$ cat config.mk
export PLATFORM = sky130hd
export DESIGN_NAME = sram_addr_sequencer
export DESIGN_NICKNAME = d
export VERILOG_FILES = /design/src/rtl/sram_addr_sequencer.sv
export SDC_FILE = /design/constraint.sdc
export NUM_CORES = 1
export LEC_CHECK = 0
export ABC_AREA = 1
export BUFFER_PORTS_ARGS = -buffer_cell sky130_fd_sc_hd__buf_2
export CORE_MARGIN = 2
export CORE_UTILIZATION = 45
export DETAILED_ROUTE_END_ITERATION = 12
export PLACE_DENSITY = 0.76
export SKIP_LAST_GASP = 1
export SLEW_MARGIN = 25
export SYNTH_ARGS = -nofsm -noshare
export SYNTH_HDL_FRONTEND = slang
export SYNTH_SLANG_ARGS = --single-unit
$ cat constraint.sdc
create_clock -name clk -period 5.2 [get_ports clk]
set_input_delay 0.26 -clock clk [delete_from_list [all_inputs] [get_ports clk]]
set_output_delay 0.26 -clock clk [all_outputs]
set_load 0.005 [all_outputs]
$ cat src/rtl/sram_addr_sequencer.sv
// Multi-channel SRAM address/control sequencer.
// Each channel runs an independent burst described by base address, access
// count, unsigned stride and direction. Bursts can be paused (level) or
// aborted (pulse), and signal completion with a one-cycle done pulse.
// Every output is registered; rd_valid tracks the 1-cycle SRAM read latency.
module sram_addr_sequencer #(
  parameter int NUM_CH = 2,
  parameter int ADDR_W = 11,
  parameter int DATA_W = 32,
  parameter int LEN_W  = 12
) (
  input  logic                     clk,
  input  logic                     reset,
  input  logic [NUM_CH-1:0]        start,
  input  logic [NUM_CH-1:0]        wr_mode,
  input  logic [NUM_CH*ADDR_W-1:0] base_addr,
  input  logic [NUM_CH*LEN_W-1:0]  length,
  input  logic [NUM_CH*ADDR_W-1:0] stride,
  input  logic [NUM_CH-1:0]        pause,
  input  logic [NUM_CH-1:0]        abort,
  input  logic [NUM_CH*DATA_W-1:0] wr_data,
  output logic [NUM_CH*ADDR_W-1:0] sram_addr,
  output logic [NUM_CH-1:0]        sram_cen,
  output logic [NUM_CH-1:0]        sram_wen,
  output logic [NUM_CH*DATA_W-1:0] sram_din,
  output logic [NUM_CH-1:0]        busy,
  output logic [NUM_CH-1:0]        done,
  output logic [NUM_CH-1:0]        rd_valid
);

  // RUN covers the cycles in which accesses are being decided; FIN is the
  // single cycle after the last access is decided, during which the done
  // pulse is prepared and a new start may already be accepted.
  typedef enum logic [1:0] {
    IDLE = 2'd0,
    RUN  = 2'd1,
    FIN  = 2'd2
  } state_e;

  for (genvar ch = 0; ch < NUM_CH; ch++) begin : g_ch

    // Per-channel views of the packed input buses.
    logic              chStart;
    logic              chWrMode;
    logic [ADDR_W-1:0] chBase;
    logic [LEN_W-1:0]  chLength;
    logic [ADDR_W-1:0] chStride;
    logic              chPause;
    logic              chAbort;
    logic [DATA_W-1:0] chWrData;

    assign chStart  = start[ch];
    assign chWrMode = wr_mode[ch];
    assign chBase   = base_addr[ch*ADDR_W +: ADDR_W];
    assign chLength = length[ch*LEN_W +: LEN_W];
    assign chStride = stride[ch*ADDR_W +: ADDR_W];
    assign chPause  = pause[ch];
    assign chAbort  = abort[ch];
    assign chWrData = wr_data[ch*DATA_W +: DATA_W];

    // Burst descriptor and progress state.
    state_e            state_q, state_d;
    logic [ADDR_W-1:0] curAddr_q, curAddr_d;
    logic [ADDR_W-1:0] strideVal_q, strideVal_d;
    logic [LEN_W-1:0]  lenVal_q, lenVal_d;
    logic [LEN_W-1:0]  count_q, count_d;
    logic              wrMode_q, wrMode_d;

    // Registered SRAM-facing and status outputs.
    logic [ADDR_W-1:0] addr_q, addr_d;
    logic              cen_q, cen_d;
    logic              wen_q, wen_d;
    logic [DATA_W-1:0] din_q, din_d;
    logic              busy_q, busy_d;
    logic              done_q, done_d;
    logic              rdValid_q, rdValid_d;

    // A start is only honoured when no burst is in flight (IDLE or FIN).
    logic acceptStart;
    assign acceptStart = chStart && (state_q != RUN);

    // Next-state and next-output decode for one channel.
    always_comb begin
      state_d     = state_q;
      curAddr_d   = curAddr_q;
      strideVal_d = strideVal_q;
      lenVal_d    = lenVal_q;
      count_d     = count_q;
      wrMode_d    = wrMode_q;
      addr_d      = addr_q;
      cen_d       = 1'b1;
      wen_d       = 1'b1;
      din_d       = din_q;
      done_d      = 1'b0;
      rdValid_d   = ~cen_q & wen_q;

      case (state_q)
        IDLE: begin
          if (acceptStart) begin
            curAddr_d   = chBase;
            strideVal_d = chStride;
            lenVal_d    = chLength;
            wrMode_d    = chWrMode;
            count_d     = '0;
            state_d     = (chLength == '0) ? FIN : RUN;
          end
        end

        RUN: begin
          if (chAbort) begin
            state_d = IDLE;
          end else if (!chPause) begin
            addr_d    = curAddr_q;
            cen_d     = 1'b0;
            wen_d     = ~wrMode_q;
            if (wrMode_q) begin
              din_d = chWrData;
            end
            curAddr_d = curAddr_q + strideVal_q;
            count_d   = count_q + LEN_W'(1);
            if (count_q + LEN_W'(1) == lenVal_q) begin
              state_d = FIN;
            end
          end
        end

        FIN: begin
          done_d  = 1'b1;
          state_d = IDLE;
          if (acceptStart) begin
            curAddr_d   = chBase;
            strideVal_d = chStride;
            lenVal_d    = chLength;
            wrMode_d    = chWrMode;
            count_d     = '0;
            state_d     = (chLength == '0) ? FIN : RUN;
          end
        end

        default: begin
          state_d = IDLE;
        end
      endcase

      busy_d = (state_d == RUN);
    end

    // State and output registers; reset drops any burst without a done pulse.
    always_ff @(posedge clk or posedge reset) begin
      if (reset) begin
        state_q     <= IDLE;
        curAddr_q   <= '0;
        strideVal_q <= '0;
        lenVal_q    <= '0;
        count_q     <= '0;
        wrMode_q    <= 1'b0;
        addr_q      <= '0;
        cen_q       <= 1'b1;
        wen_q       <= 1'b1;
        din_q       <= '0;
        busy_q      <= 1'b0;
        done_q      <= 1'b0;
        rdValid_q   <= 1'b0;
      end else begin
        state_q     <= state_d;
        curAddr_q   <= curAddr_d;
        strideVal_q <= strideVal_d;
        lenVal_q    <= lenVal_d;
        count_q     <= count_d;
        wrMode_q    <= wrMode_d;
        addr_q      <= addr_d;
        cen_q       <= cen_d;
        wen_q       <= wen_d;
        din_q       <= din_d;
        busy_q      <= busy_d;
        done_q      <= done_d;
        rdValid_q   <= rdValid_d;
      end
    end

    assign sram_addr[ch*ADDR_W +: ADDR_W] = addr_q;
    assign sram_cen[ch]                   = cen_q;
    assign sram_wen[ch]                   = wen_q;
    assign sram_din[ch*DATA_W +: DATA_W]  = din_q;
    assign busy[ch]                       = busy_q;
    assign done[ch]                       = done_q;
    assign rd_valid[ch]                   = rdValid_q;

  end : g_ch

endmodule

==> impl_metrics.json <==
{
  "grtUsageTotal": 0.208,
  "synth_area_per_cell_um2": 8.70,
  "initial_core_util": 0.455,
  "synth-edff-count": 0,
  "path_max_fanout": 29,
  "drt_first_pass_iters": 5,
  "hold_path.class": "primary input to register",
  "reg2reg_from": "g_ch[0].state_q[0]",
  "wire_per_inst_um": 14.3,
  "yosysSeqAreaShare": 0.513,
  "reg2reg_slack_ns": 2.07,
  "tritoncts": "done",
  "final.setup.tns_ns": 0,
  "overflow": 0,
  "final_cells": 1601,
  "die_w_um": 149,
  "holdCritStartpoint": "stride[17]",
  "num_vias": 7879,
  "synthTopCellsByArea": "dfrtp_1 50%, nand2_1 12%, mux2_2 7.5%",
  "hold_violations": 0,
  "core_area_um2": 20800,
  "slew_viol_final": 0,
  "cts_buffers": 17,
  "cp-end-kind": "register",
  "drive_gt1_frac": 0.268,
  "viasPerCell": 4.92,
  "crit_arrival_ns": 3.41,
  "ant_nets": 0,
  "ctsLongestPathBuffers": 2,
  "synth_area_um2": 9480,
  "drt_wl_total_mm": 22.9,
  "final_nets": 1478,
  "tightest_slew_ns": 0.720,
  "grt_setup_unrepaired": "false",
  "drv_cap": 0,
  "area_delta_synth_final_pct": 21.0,
  "grt_pass1_wl_mm": 36.9,
  "max_freq_mhz": 319,
  "clk_latency_ns": 0.43,
  "r2r_cells": 9,
  "ios": 238,
  "post-route-min-period_ns": 3.13,
  "drt_iter0_markers": 443,
  "critPathRequiredTime_ns": 5.48,
  "synthFlopType": "dfrtp_1",
  "place_congestion": 0.886,
  "dp.cells": 1566,
  "clk_pin_slew_worst_paths_ns": 0.07,
  "antenna_found_initial": 3,
  "slew_headroom": 0.518,
  "synth_top_cell_by_area": "dfrtp_1",
  "outcome": "finished, final reports clean",
  "ys_ff_latch": 194,
  "finClkSkew_ns": 0.00939,
  "timing.rr.end": "g_ch[0].curAddr_q[8]",
  "cts_sinks": 194,
  "row_count": 53,
  "crit_path_start_kind": "register",
  "min_to": "g_ch[1].strideVal_q[6]",
  "dieArea_um2": 22200,
  "yosys.area.top_type_share": 0.502,
  "route.detailed.drc": 0,
  "async_flop_share": 1.00,
  "ys_types": 38,
  "crit_type": "register to register",
  "cts-root-buf": "clkbuf_16",
  "synthCells": 1089,
  "grt_max_degree": 195,
  "yosysWarnings": 0,
  "dp_hpwl_mm": 17.2,
  "fillCellCount": 1912,
  "finalSetupViolations": 0,
  "peakVddDrop_mv": 0.245,
  "mappedNetlistNets": 1255,
  "p_per_area_nw_per_um2": 472,
  "min_period_over_period": 0.602,
  "cts_htree_levels": 4,
  "holdPathStages": 3,
  "p_leak_nw": 6.04,
  "die_height_um": 149,
  "grt_pass1_vias": 7702,
  "port_buffers": 237
}
==> power by group <==
part           internal (mW)  total, mW  switching (mW)
Clock                  0.637       1.26           0.624
Sequential              2.00       2.31           0.308
Combinational          0.855       1.84           0.985
==> through the flow <==
step / power [mW] / setup WS [ns] / area, um^2 / hold WS (ns) / utilization
floorplan: 3.46 / 2.44 / 9480 / 0.370 / -
CTS: 5.47 / 2.11 / 11400 / 0.00369 / 0.548
finish: 5.41 / 2.07 / 11500 / 0.0152 / 0.551
global route: 5.85 / 1.73 / 11500 / 0.0129 / 0.550
detailed placement: 4.19 / 2.10 / 10900 / 0.456 / 0.522
global placement: 4.12 / 2.23 / 10900 / 0.454 / 0.522
==> placed cells by master, fill, tap and decap left out, drive strengths merged, types with 5 or more instances in the layout <==
master,Yosys,routed
xor2,9,9
o211ai,5,5
o21ai,77,77
dfrtp,190,190
clkbuf,17,17
nor3,6,6
ha,22,22
buf,25,245
o22ai,11,11
a21oi,42,42
nand3,65,65
nand4,11,11
nand2,317,317
nand3b,8,8
mux2,64,64
nor2,70,70
inv,125,133
==> timing repair <==
item / in CTS / in global routing
endpoints found under the setup margin: 0 / 0
endpoints found under the hold margin: 0 / 29
gates resized for setup: 0 / 0
hold buffers: 0 / 1
setup buffers: 0 / 0
==> per-layer routing <==
metal  routed length, um  part of all wire  track usage
met1                9760              0.43        0.269
met2               11400              0.50        0.353
met3                1470             0.064       0.0486
met4                 326             0.014       0.0576
met5                  13           0.00057            0
==> synthesized netlist by cell type (2+ instances only) <==
cell	number
nor3_1	4
mux2_2	63
nor2_1	69
xnor2_1	3
dfstp_2	4
dfrtp_1	190
nand4_1	11
nand3b_1	8
o22ai_1	11
nor4_1	2
buf_2	13
nand2_2	2
ha_1	22
inv_1	122
and2_1	2
o211ai_1	5
xor2_1	9
clkbuf_1	17
a31oi_1	2
a21oi_1	42
fa_1	2
nand3_1	65
a22oi_1	4
buf_4	11
nand2_1	315
inv_2	2
o21ai_0	76
or2_2	3
==> kinds of logic after synthesis <==
family,synth area share
simple gates,0.212
flops,0.513
buf+inv,0.0725
compound gates,0.0802
mux,0.0761
fa+ha+maj,0.0333
xor+xnor,0.0136
==> critical path: stages (launching register included) <==
cell	delay, ns
dfrtp_1	0.70
inv_4	0.15
nand2_1	0.09
buf_4	0.28
inv_1	0.07
buf_4	0.21
nor2_1	0.59
inv_1	0.54
o211ai_1	0.22
o21ai_0	0.10
==> layout make-up <==
type	instances	area, um^2	share of cell area
multi-input combinational	728	3930	0.343
timing repair buffer	246	1290	0.112
antenna	2	5.00	0.000437
clock inverter	14	136	0.0119
inverter	125	475	0.0415
clock buffer	17	425	0.0371
tap	275	344	0.0300
sequential	194	4860	0.424
==> registers in the layout (all words and copies together) (netlist names) <==
| name | cells |
|---|---|
| g_ch.addr_q | 22 |
| g_ch.done_q | 2 |
| g_ch.busy_q | 2 |
| g_ch.rdValid_q | 2 |
| g_ch.state_q | 4 |
| g_ch.strideVal_q | 22 |
| g_ch.lenVal_q | 24 |
| g_ch.count_q | 24 |
| g_ch.din_q | 64 |
| g_ch.curAddr_q | 22 |
| g_ch.wen_q | 2 |
| g_ch.cen_q | 2 |
| g_ch.wrMode_q | 2 |
==> worst max path at each step <==
stage | slack (ns) | start | to | cells after the start
after global routing | 1.73 | g_ch[0].state_q[0] | g_ch[0].curAddr_q[8] | 9
final | 2.07 | g_ch[0].state_q[0] | g_ch[0].curAddr_q[8] | 9
after global placement | 2.23 | g_ch[0].state_q[0] | g_ch[0].curAddr_q[8] | 9
after floorplan | 2.44 | reset | g_ch[0].addr_q[0] | 1
after CTS | 2.11 | g_ch[0].state_q[0] | g_ch[0].curAddr_q[8] | 9
after detailed placement | 2.10 | g_ch[0].state_q[0] | g_ch[0].curAddr_q[8] | 9
Power figures use the tool's default switching activity.
